[src/rtl/alu_issue_ctrl.sv]
// alu_issue_ctrl: command-side controller for the 4-bit ALU datapath.
//
// A command (op, A, B) is accepted over a valid/ready handshake. It is
// registered onto alu_op/alu_a/alu_b and held for EXEC_CYCLES cycles. The
// combinational datapath result is then captured and returned with status
// flags over a second valid/ready handshake. Only one command is in flight
// at a time.
//
// Handshake rule: a transfer happens on a rising edge where valid and ready
// are both high. A source holds valid and its data stable until that edge.
// rsp_valid/rsp_r/rsp_flags stay stable from the rise of rsp_valid until
// the edge that completes the transfer.
//
// Optional feature: define ALU_ISSUE_CTRL_ACC_EN to add a 4-bit accumulator.
// The accumulator loads every captured result. A command with cmd_acc = 1
// then takes operand A from the accumulator. Without the macro, cmd_acc is
// ignored. The port list is the same in both builds.
//
// The FSM state register is the signal 'state' (type state_t), so checkers
// can bind to it directly.

module alu_issue_ctrl #(
  parameter int unsigned EXEC_CYCLES = 1  // settle cycles, legal 1..15
) (
  input  logic       clk,
  input  logic       reset_n,
  input  logic       cmd_valid,
  output logic       cmd_ready,
  input  logic [2:0] cmd_op,
  input  logic [3:0] cmd_a,
  input  logic [3:0] cmd_b,
  input  logic       cmd_acc,
  output logic [2:0] alu_op,
  output logic [3:0] alu_a,
  output logic [3:0] alu_b,
  input  logic [3:0] alu_r,
  input  logic       alu_cout,
  output logic       rsp_valid,
  input  logic       rsp_ready,
  output logic [3:0] rsp_r,
  output logic [2:0] rsp_flags
);

  typedef enum logic [1:0] {
    IDLE = 2'd0,
    EXEC = 2'd1,
    RESP = 2'd2
  } state_t;

  localparam logic [3:0] CNT_LOAD = 4'(EXEC_CYCLES - 1);

  state_t     state;
  state_t     state_next;
  logic [3:0] cnt;
  logic       accept;
  logic       capture;
  logic [3:0] operand_a;

  // Handshake strobes are decoded from the state register only.
  assign cmd_ready = (state == IDLE);
  assign rsp_valid = (state == RESP);
  assign accept    = cmd_valid & cmd_ready;
  assign capture   = (state == EXEC) && (cnt == 4'd0);

`ifdef ALU_ISSUE_CTRL_ACC_EN
  logic [3:0] acc;

  // The accumulator follows every captured result.
  always_ff @(posedge clk or negedge reset_n) begin
    if (!reset_n) begin
      acc <= 4'd0;
    end else if (capture) begin
      acc <= alu_r;
    end
  end

  assign operand_a = cmd_acc ? acc : cmd_a;
`else
  logic unused_cmd_acc;

  assign unused_cmd_acc = cmd_acc;
  assign operand_a      = cmd_a;
`endif

  // Register the FSM state.
  always_ff @(posedge clk or negedge reset_n) begin
    if (!reset_n) begin
      state <= IDLE;
    end else begin
      state <= state_next;
    end
  end

  // Select the next state from the handshakes and the settle counter.
  always_comb begin
    state_next = state;
    unique case (state)
      IDLE: if (accept)    state_next = EXEC;
      EXEC: if (capture)   state_next = RESP;
      RESP: if (rsp_ready) state_next = IDLE;
      default:             state_next = IDLE;
    endcase
  end

  // Load the datapath operands on accept and count down the settle time.
  // The operands hold their values in every other cycle.
  always_ff @(posedge clk or negedge reset_n) begin
    if (!reset_n) begin
      alu_op <= 3'd0;
      alu_a  <= 4'd0;
      alu_b  <= 4'd0;
      cnt    <= 4'd0;
    end else if (accept) begin
      alu_op <= cmd_op;
      alu_a  <= operand_a;
      alu_b  <= cmd_b;
      cnt    <= CNT_LOAD;
    end else if ((state == EXEC) && (cnt != 4'd0)) begin
      cnt <= cnt - 4'd1;
    end
  end

  // Capture the result and derive the flags {carry, sign, zero}.
  always_ff @(posedge clk or negedge reset_n) begin
    if (!reset_n) begin
      rsp_r     <= 4'd0;
      rsp_flags <= 3'd0;
    end else if (capture) begin
      rsp_r     <= alu_r;
      rsp_flags <= {alu_cout, alu_r[3], (alu_r == 4'd0)};
    end
  end

endmodule

[config.mk]
export PLATFORM = sky130hd
export DESIGN_NAME = alu_issue_ctrl
export DESIGN_NICKNAME = d
export VERILOG_FILES = /design/src/rtl/alu_issue_ctrl.sv
export SDC_FILE = /design/constraint.sdc
export NUM_CORES = 1
export LEC_CHECK = 0
export BUFFER_PORTS_ARGS = -buffer_cell sky130_fd_sc_hd__buf_2
export CAP_MARGIN = 20
export CORE_UTILIZATION = 27
export DETAILED_ROUTE_END_ITERATION = 10
export PLACE_DENSITY = 0.5
export SKIP_LAST_GASP = 1
export SLEW_MARGIN = 5
export SYNTH_ARGS = -nofsm -noshare
export SYNTH_HDL_FRONTEND = slang
export SYNTH_SLANG_ARGS = --single-unit
[constraint.sdc]
create_clock -name clk -period 2 [get_ports clk]
set_clock_uncertainty 0.15 [all_clocks]
set_input_delay 0.3 -clock clk [delete_from_list [all_inputs] [get_ports clk]]
set_output_delay 0.3 -clock clk [all_outputs]
set_load 0.02 [all_outputs]
==> impl_metrics.prom, run 1 <==
# TYPE chip_impl_metric gauge
chip_impl_info{name="status",value="complete, but fails checks"} 1
chip_impl_info{name="violations_in_the_final_reports",value="negative setup slack"} 1
chip_impl_metric{name="worst_slew_margin_rel",unit="%"} 65.4
chip_impl_info{name="unrepaired_setup_endpoints_after_global_routing",value="yes"} 1
chip_impl_info{name="timing.critical_path.max_delay_family",value="simple AND/OR/NAND/NOR gates"} 1
chip_impl_metric{name="overall_via_count_from_detail_route",unit=""} 818
chip_impl_metric{name="clock_tree.htree_level_count",unit=""} 1
chip_impl_metric{name="numPortBuffers",unit=""} 39
chip_impl_metric{name="finalCoreUtilization",unit="%"} 39.8
chip_impl_info{name="synth_area_leaders",value="dfrtp_1 (57%), nand2_1 (14%), mux2_4 (8.9%)"} 1
chip_impl_metric{name="floorplan_core_area",unit="sq mm"} 0.00347
chip_impl_metric{name="finalSetupViolations",unit=""} 6
chip_impl_metric{name="yosys_warnings",unit=""} 0
chip_impl_metric{name="worstMarginPinSlew",unit="ns"} 0.519
chip_impl_metric{name="ir_drop",unit="mV"} 0.558
chip_impl_metric{name="p_sw_share",unit="%"} 40.5
chip_impl_metric{name="gr-usage-all-layers",unit="%"} 11.9
chip_impl_info{name="dominant_cell_type_by_area_after_synthesis",value="dfrtp_1"} 1
chip_impl_info{name="yosys-top-cells-count",value="nand2_1 (38), dfrtp_1 (23), mux2_4 (6), inv_1 (4)"} 1
chip_impl_metric{name="area_growth_syn_to_layout",unit="%"} 36.6
chip_impl_info{name="timing.hold.worst.class",value="input pin to register"} 1
chip_impl_metric{name="route.detailed.vias_per_inst",unit=""} 4.26
chip_impl_metric{name="worstPathRequired",unit="ns"} 2.00
chip_impl_metric{name="drc_errors",unit=""} 0
chip_impl_metric{name="placedInstanceArea",unit="sq mm"} 0.00128
chip_impl_info{name="synth.most_common_cell",value="nand2_1"} 1
chip_impl_metric{name="ys_seq_area_share",unit="%"} 56.9
chip_impl_info{name="startpoint_type",value="register"} 1
chip_impl_metric{name="sequentialPowerShare",unit="%"} 35.3
chip_impl_metric{name="synthesis.area_per_instance",unit="sq um"} 10.4
chip_impl_metric{name="fp-row-count",unit=""} 21
chip_impl_metric{name="die_w",unit="um"} 63.2
chip_impl_metric{name="min_period_over_period",unit="%"} 101
chip_impl_info{name="cell_with_the_biggest_individual_delay_on_the_critical_path",value="or3b_4"} 1
chip_impl_metric{name="hold_viol",unit=""} 0
chip_impl_metric{name="combinationalPowerShare",unit="%"} 52.5
chip_impl_metric{name="finalWorstSetupSlack",unit="ns"} -0.0191
chip_impl_metric{name="floorplan.die_area",unit="sq mm"} 0.00399
chip_impl_metric{name="synth_top_area_share",unit="%"} 56.9
chip_impl_metric{name="timing.critical_path.arrival",unit="ns"} 2.02
chip_impl_metric{name="total_power_divided_by_cell_area",unit="mW/mm^2"} 1720
chip_impl_metric{name="clock_power_share",unit="%"} 12.2
chip_impl_info{name="cts_tree",value="yes"} 1
chip_impl_info{name="worstSetupEndpointType",value="register"} 1
chip_impl_metric{name="layoutNonFillerInstCount",unit=""} 192
chip_impl_metric{name="finalWorstPathRequiredPeriod",unit="ns"} 2.02
chip_impl_metric{name="syn_std_cell_area",unit="sq mm"} 0.00101
chip_impl_metric{name="die_h",unit="um"} 63.2
chip_impl_metric{name="dp_hpwl",unit="um"} 1490
chip_impl_metric{name="place_congestion",unit=""} 0.776
chip_impl_metric{name="cts_sinks",unit=""} 23
chip_impl_metric{name="timing.fmax",unit="MHz"} 495
chip_impl_metric{name="layout-drive-gt1-share",unit="%"} 43.8
chip_impl_metric{name="tritoncts.num_buffers",unit=""} 3
chip_impl_info{name="cts_root_buffer",value="clkbuf_8"} 1
chip_impl_metric{name="timing.final.max_slew_violations",unit=""} 0
chip_impl_metric{name="grt_max_degree",unit=""} 24
chip_impl_metric{name="static-leakage-power",unit="nW"} 0.777
chip_impl_metric{name="placement.setup.worst_slack",unit="ns"} -0.148
chip_impl_metric{name="p_int",unit="mW"} 1.41
chip_impl_metric{name="grt_first_pass_wirelength",unit="um"} 3750
chip_impl_metric{name="fillCellCount",unit=""} 352
chip_impl_metric{name="detail_route.iter0.violations",unit=""} 12
chip_impl_metric{name="critPathMaxFanout",unit=""} 7
chip_impl_metric{name="io-pin-count",unit=""} 41
chip_impl_metric{name="setup_tns",unit="ns"} -0.0873
chip_impl_metric{name="switchingPower",unit="mW"} 0.961
chip_impl_metric{name="number_of_synthesized_flops_with_an_enable_pin",unit=""} 0
chip_impl_metric{name="number_of_global_route_vias_before_repair",unit=""} 822
chip_impl_metric{name="drv_cap",unit=""} 0
chip_impl_metric{name="routed_wire_length_per_instance",unit="um"} 11.2
chip_impl_metric{name="detail_route_antenna_nets",unit=""} 0
chip_impl_metric{name="global_route_overflow",unit=""} 0
chip_impl_metric{name="critPathBufInv",unit=""} 1
chip_impl_metric{name="start_util",unit="%"} 29.1
chip_impl_metric{name="asyncSetResetFlopFracSynth",unit="%"} 100
chip_impl_metric{name="dr.pass1.iters",unit=""} 4
chip_impl_metric{name="max_stage_delay",unit="ns"} 0.46
chip_impl_info{name="ys.flop_type",value="dfrtp_1"} 1
chip_impl_metric{name="ys_ff_latch",unit=""} 23
chip_impl_metric{name="num_antenna_cells",unit=""} 0
chip_impl_metric{name="wirelength",unit="um"} 2140
chip_impl_metric{name="initial_antenna_violation_count",unit=""} 0
chip_impl_metric{name="synth.net_count",unit=""} 120
chip_impl_info{name="timing_worst_setup_path_type",value="register to register"} 1
chip_impl_metric{name="place.detailed.instances",unit=""} 183
chip_impl_metric{name="clkSlewWorstSetupHoldPaths",unit="ns"} 0.08
chip_impl_metric{name="ctsLongestPathBuffers",unit=""} 2
chip_impl_metric{name="unique_cell_type_count_in_the_yosys_netlist",unit=""} 21
chip_impl_info{name="worstPathCellList",value="inv_2, ha_4, or3b_4, or3b_4, mux2_4"} 1
chip_impl_metric{name="clock_insertion_delay_worst_skew",unit="ns"} 0.26
chip_impl_metric{name="finalNetCount",unit=""} 170
chip_impl_metric{name="final_instance_area",unit="sq mm"} 0.00138
chip_impl_info{name="critPathMostFrequentCell",value="or3b_4"} 1
chip_impl_metric{name="syn_inst",unit=""} 97
## power by group through the flow
stage / clock, mW / sequential, mW / combinational, mW
3_3_place_gp: 0 / 0.837 / 1.16
3_5_place_dp: 0 / 0.838 / 1.18
6_report: 0.290 / 0.838 / 1.25
5_1_grt: 0.330 / 0.873 / 1.37
4_1_cts: 0.304 / 0.840 / 1.23
2_1_floorplan: 0 / 1.03 / 0.598
## logic make-up (layout without fill, tap and decap cells)
kind of cell,count (synthesis),after routing,share of synthesized area [%]
AND/OR/NAND/NOR,50,50,21.9
flip-flops,23,23,56.9
multiplexers,9,9,11.9
buffers and inverters,9,58,4.46
adder cells (fa/ha/maj),2,2,2.47
AO/OA/AOI/OAI,4,4,2.35
## flip-flops by register name, summed over array words and instances, names as in the netlist
signal / flops
alu_b: 4
alu_op: 3
state: 2
rsp_r: 3
rsp_flags: 3
cnt: 4
alu_a: 4
## cell type report
type,instances,area [sq um],share of cell area (%)
Clock buffer,4,45.0,3.26
Inverter,4,15.0,1.09
Multi-Input combinational cell,65,408,29.5
Sequential cell,23,576,41.7
Tap cell,46,57.6,4.17
Timing Repair Buffer,50,280,20.3
## worst min-delay path, stage by stage
cell,delay [ns]
buf_2,0.07
nand2_1,0.04
nand2_1,0.04
## final timing paths
| path | from | endpoint | slack (ns) | cells after the start |
|---|---|---|---|---|
| worst max-delay path | cnt[1] | rsp_flags[1] | -0.02 | 5 |
| worst min-delay path | cmd_a[1] | alu_a[1] | 0.07 | 3 |
| min in group asynchronous | reset_n | rsp_flags[1] | 0.39 | 2 |
| max in group asynchronous | reset_n | alu_a[2] | 0.97 | 2 |
| worst min register to register | alu_b[3] | alu_b[3] | 0.33 | 2 |
| worst max register to register | cnt[1] | rsp_flags[1] | -0.02 | 5 |
## what timing repair did
action                     CTS  global route
hold buffers                 1             0
hold endpoints to repair    23             0
resized for setup            4             0
pin swaps                    2             1
setup endpoints to repair    6             6
buffers inserted             2             2
## through the flow
stage	hold WS (ns)	power, mW
6_report	0.0704	2.37
5_1_grt	0.0701	2.58
4_1_cts	0.0661	2.38
3_5_place_dp	0.171	2.02
3_3_place_gp	0.156	1.99
2_1_floorplan	-0.146	1.63
## cells in the final DEF (no fill, tap or decap), types with 3 or more instances in the layout
cell type and count:
clkbuf_8 3, mux2_4 6, buf_2 39, buf_4 10
nand2_1 38, mux2i_1 3, dfrtp_1 23
## metal layers
| layer | GRT usage (%) | share of wire, % | vias up | wire length (um) |
|---|---|---|---|---|
| li1 | - | - | 410 | - |
| met1 | 15.4 | 49 | 371 | 1050 |
| met2 | 19.5 | 43 | 34 | 918 |
| met3 | 3.08 | 6.9 | 3 | 147 |
| met4 | 3.41 | 1.2 | 0 | 25 |
| met5 | 0 | 0 | - | 0 |
Power figures use the tool's default switching activity.
==> run 2, diff against run 1 <==
--- a/config.mk
+++ b/config.mk
@@ -9,5 +9,7 @@
 export CAP_MARGIN = 20
-export CORE_UTILIZATION = 27
+export CELL_PAD_IN_SITES_DETAIL_PLACEMENT = 1
+export CELL_PAD_IN_SITES_GLOBAL_PLACEMENT = 2
+export CORE_UTILIZATION = 25
 export DETAILED_ROUTE_END_ITERATION = 10
-export PLACE_DENSITY = 0.5
+export PLACE_DENSITY = 0.72
 export SKIP_LAST_GASP = 1
--- a/constraint.sdc
+++ b/constraint.sdc
@@ -4,2 +4,2 @@
 set_output_delay 0.3 -clock clk [all_outputs]
-set_load 0.02 [all_outputs]
+set_load 0.1 [all_outputs]
==> impl_metrics.prom, run 2 (synthesized netlist as in run 1, its figures left out) <==
# TYPE chip_impl_metric gauge
chip_impl_info{name="status",value="complete, but fails checks"} 1
chip_impl_info{name="violations_in_the_final_reports",value="negative setup slack"} 1
chip_impl_info{name="timing.hold.worst.start",value="cmd_op[1]"} 1
chip_impl_metric{name="timing.fmax",unit="MHz"} 495
chip_impl_metric{name="floorplan_core_area",unit="sq mm"} 0.00377
chip_impl_metric{name="worstRegToRegCells",unit=""} 5
chip_impl_metric{name="grt_max_degree",unit=""} 24
chip_impl_metric{name="wirelength",unit="um"} 2460
chip_impl_metric{name="dp_hpwl",unit="um"} 1770
chip_impl_metric{name="cts_sinks",unit=""} 23
chip_impl_info{name="unrepaired_setup_endpoints_after_global_routing",value="yes"} 1
chip_impl_info{name="hold_end",value="alu_op[1]"} 1
chip_impl_metric{name="num_antenna_cells",unit=""} 0
chip_impl_metric{name="finalWorstPathRequiredPeriod",unit="ns"} 2.02
chip_impl_info{name="layout.cells.most_common",value="buf_2"} 1
chip_impl_metric{name="finalSetupViolations",unit=""} 6
chip_impl_metric{name="layout-drive-gt1-share",unit="%"} 45.3
chip_impl_metric{name="clock_tree.htree_level_count",unit=""} 1
chip_impl_metric{name="io-pin-count",unit=""} 41
chip_impl_metric{name="sequential_cell_area",unit="sq um"} 576
chip_impl_metric{name="number_of_global_route_vias_before_repair",unit=""} 955
chip_impl_metric{name="gr-usage-all-layers",unit="%"} 13.0
chip_impl_metric{name="dr.pass1.iters",unit=""} 2
chip_impl_metric{name="hold_viol",unit=""} 0
chip_impl_metric{name="start_util",unit="%"} 26.8
chip_impl_metric{name="tritoncts.num_buffers",unit=""} 3
chip_impl_metric{name="worstMarginPinSlew",unit="ns"} 0.521
chip_impl_metric{name="initial_antenna_violation_count",unit=""} 0
chip_impl_metric{name="numPortBuffers",unit=""} 39
chip_impl_metric{name="route.detailed.vias_per_inst",unit=""} 4.39
chip_impl_metric{name="ctsLongestPathBuffers",unit=""} 2
chip_impl_metric{name="multi_input_comb_area",unit="sq um"} 410
chip_impl_metric{name="drv_cap",unit=""} 0
chip_impl_info{name="cts_tree",value="yes"} 1
chip_impl_info{name="critPathMostFrequentCell",value="or3b_4"} 1
chip_impl_info{name="worstSetupEndpointType",value="register"} 1
chip_impl_metric{name="detail_route.iter0.violations",unit=""} 21
chip_impl_metric{name="clkSlewWorstSetupHoldPaths",unit="ns"} 0.08
chip_impl_info{name="cell_with_the_biggest_individual_delay_on_the_critical_path",value="or3b_4"} 1
chip_impl_metric{name="floorplan.die_area",unit="sq mm"} 0.00430
chip_impl_metric{name="fp-row-count",unit=""} 22
chip_impl_metric{name="worstPathRequired",unit="ns"} 2.00
chip_impl_metric{name="drc_errors",unit=""} 0
chip_impl_info{name="timing.hold.worst.class",value="input pin to register"} 1
chip_impl_info{name="critical_path.reg2reg.endpoint",value="rsp_flags[2]"} 1
chip_impl_info{name="cts_root_buffer",value="clkbuf_8"} 1
chip_impl_metric{name="detail_route_antenna_nets",unit=""} 0
chip_impl_metric{name="place_congestion",unit=""} 0.753
chip_impl_metric{name="finalWorstSetupSlack",unit="ns"} -0.0201
chip_impl_metric{name="r2r_setup_slack",unit="ns"} -0.02
chip_impl_info{name="mostFrequentLayoutCells",value="buf_2 (39), nand2_1 (38), dfrtp_1 (23)"} 1
chip_impl_metric{name="die_w",unit="um"} 65.6
chip_impl_metric{name="area_growth_syn_to_layout",unit="%"} 38.6
chip_impl_info{name="r2r_start",value="cnt[1]"} 1
chip_impl_metric{name="overall_via_count_from_detail_route",unit=""} 861
chip_impl_metric{name="max_stage_delay",unit="ns"} 0.46
chip_impl_metric{name="die_h",unit="um"} 65.6
chip_impl_metric{name="layoutNonFillerInstCount",unit=""} 196
chip_impl_metric{name="finalNetCount",unit=""} 172
chip_impl_info{name="worstPathCellList",value="inv_2, ha_4, or3b_4, or3b_4, mux2_4"} 1
chip_impl_metric{name="fillCellCount",unit=""} 449
chip_impl_metric{name="timing.final.max_slew_violations",unit=""} 0
chip_impl_info{name="layout_top_registers",value="alu_a (4), alu_b (4), cnt (4)"} 1
chip_impl_metric{name="routed_wire_length_per_instance",unit="um"} 12.6
chip_impl_metric{name="grt_first_pass_wirelength",unit="um"} 4310
chip_impl_metric{name="clock_insertion_delay_worst_skew",unit="ns"} 0.26
chip_impl_metric{name="place.detailed.instances",unit=""} 185
chip_impl_info{name="startpoint_type",value="register"} 1
chip_impl_metric{name="min_delay_path_depth",unit=""} 3
chip_impl_metric{name="min_period_over_period",unit="%"} 101
chip_impl_metric{name="worst_slew_margin_rel",unit="%"} 65.2
chip_impl_metric{name="critPathMaxFanout",unit=""} 7
chip_impl_metric{name="global_route_overflow",unit=""} 0
chip_impl_info{name="timing_worst_setup_path_type",value="register to register"} 1
chip_impl_metric{name="timing.critical_path.arrival",unit="ns"} 2.02
[run 2: changes by cell type in the layout (fill, tap and decap cells not counted)]
cell and change:
nor2_2 +1, nor2_1 -1, buf_4 +2
[run 2: metal layers]
metal  global-route usage [%]  wire length, um
met1                     15.5             1130
met2                     22.4             1120
met3                     3.47              181
met4                     4.08               26
met5                        0                0
[run 2: what timing repair did]
action | in CTS | in global routing
pin swaps | 1 | 2
buffers inserted | 3 | 3
gates cloned | 0 | 0
hold buffers | 1 | 0
endpoints found under the setup margin | 6 | 6
gates resized for setup | 4 | 0
endpoints found under the hold margin | 23 | 0
[run 2: critical path, delay by kind of cell, from the launching register on]
kind,cells,cell delay [ns]
flops,1,0.39
fa+ha+maj,1,0.13
simple gates,2,0.83
mux,1,0.32
buf+inv,1,0.08
[run 2: worst max path at each step]
stage,from,endpoint,cells past startpoint
after global routing,cnt[1],rsp_flags[2],5
after CTS,cnt[0],rsp_flags[2],5
after floorplan,cnt[0],rsp_flags[1],6
after global placement,cnt[0],rsp_r[0],5
final,cnt[1],rsp_flags[2],5
after detailed placement,cnt[0],rsp_flags[2],5
[run 2: final cells by class]
type	count	area share [%]
Sequential cell	23	41.1
Multi-Input combinational cell	65	29.3
Timing Repair Buffer	52	21.1
Tap cell	48	4.29
Clock buffer	4	3.21
Inverter	4	1.07
[run 2: stage by stage]
step	setup slack (ns)	hold slack [ns]	setup TNS, ns	instance area (sq um)	utilization (%)
floorplan	-0.0313	-0.146	-0.188	1020	-
global placement	-0.107	0.160	-0.638	1290	34.1
detailed placement	-0.152	0.163	-0.869	1290	34.1
CTS	-0.0414	0.0693	-0.198	1380	36.6
global route	-0.0690	0.0807	-0.329	1400	37.2
finish	-0.0201	0.0755	-0.0777	1400	37.2
Power of run 2 is left out: the tool's default activity adds up to more than one toggle a clock period on the data nets, which glitch-free logic cannot reach.
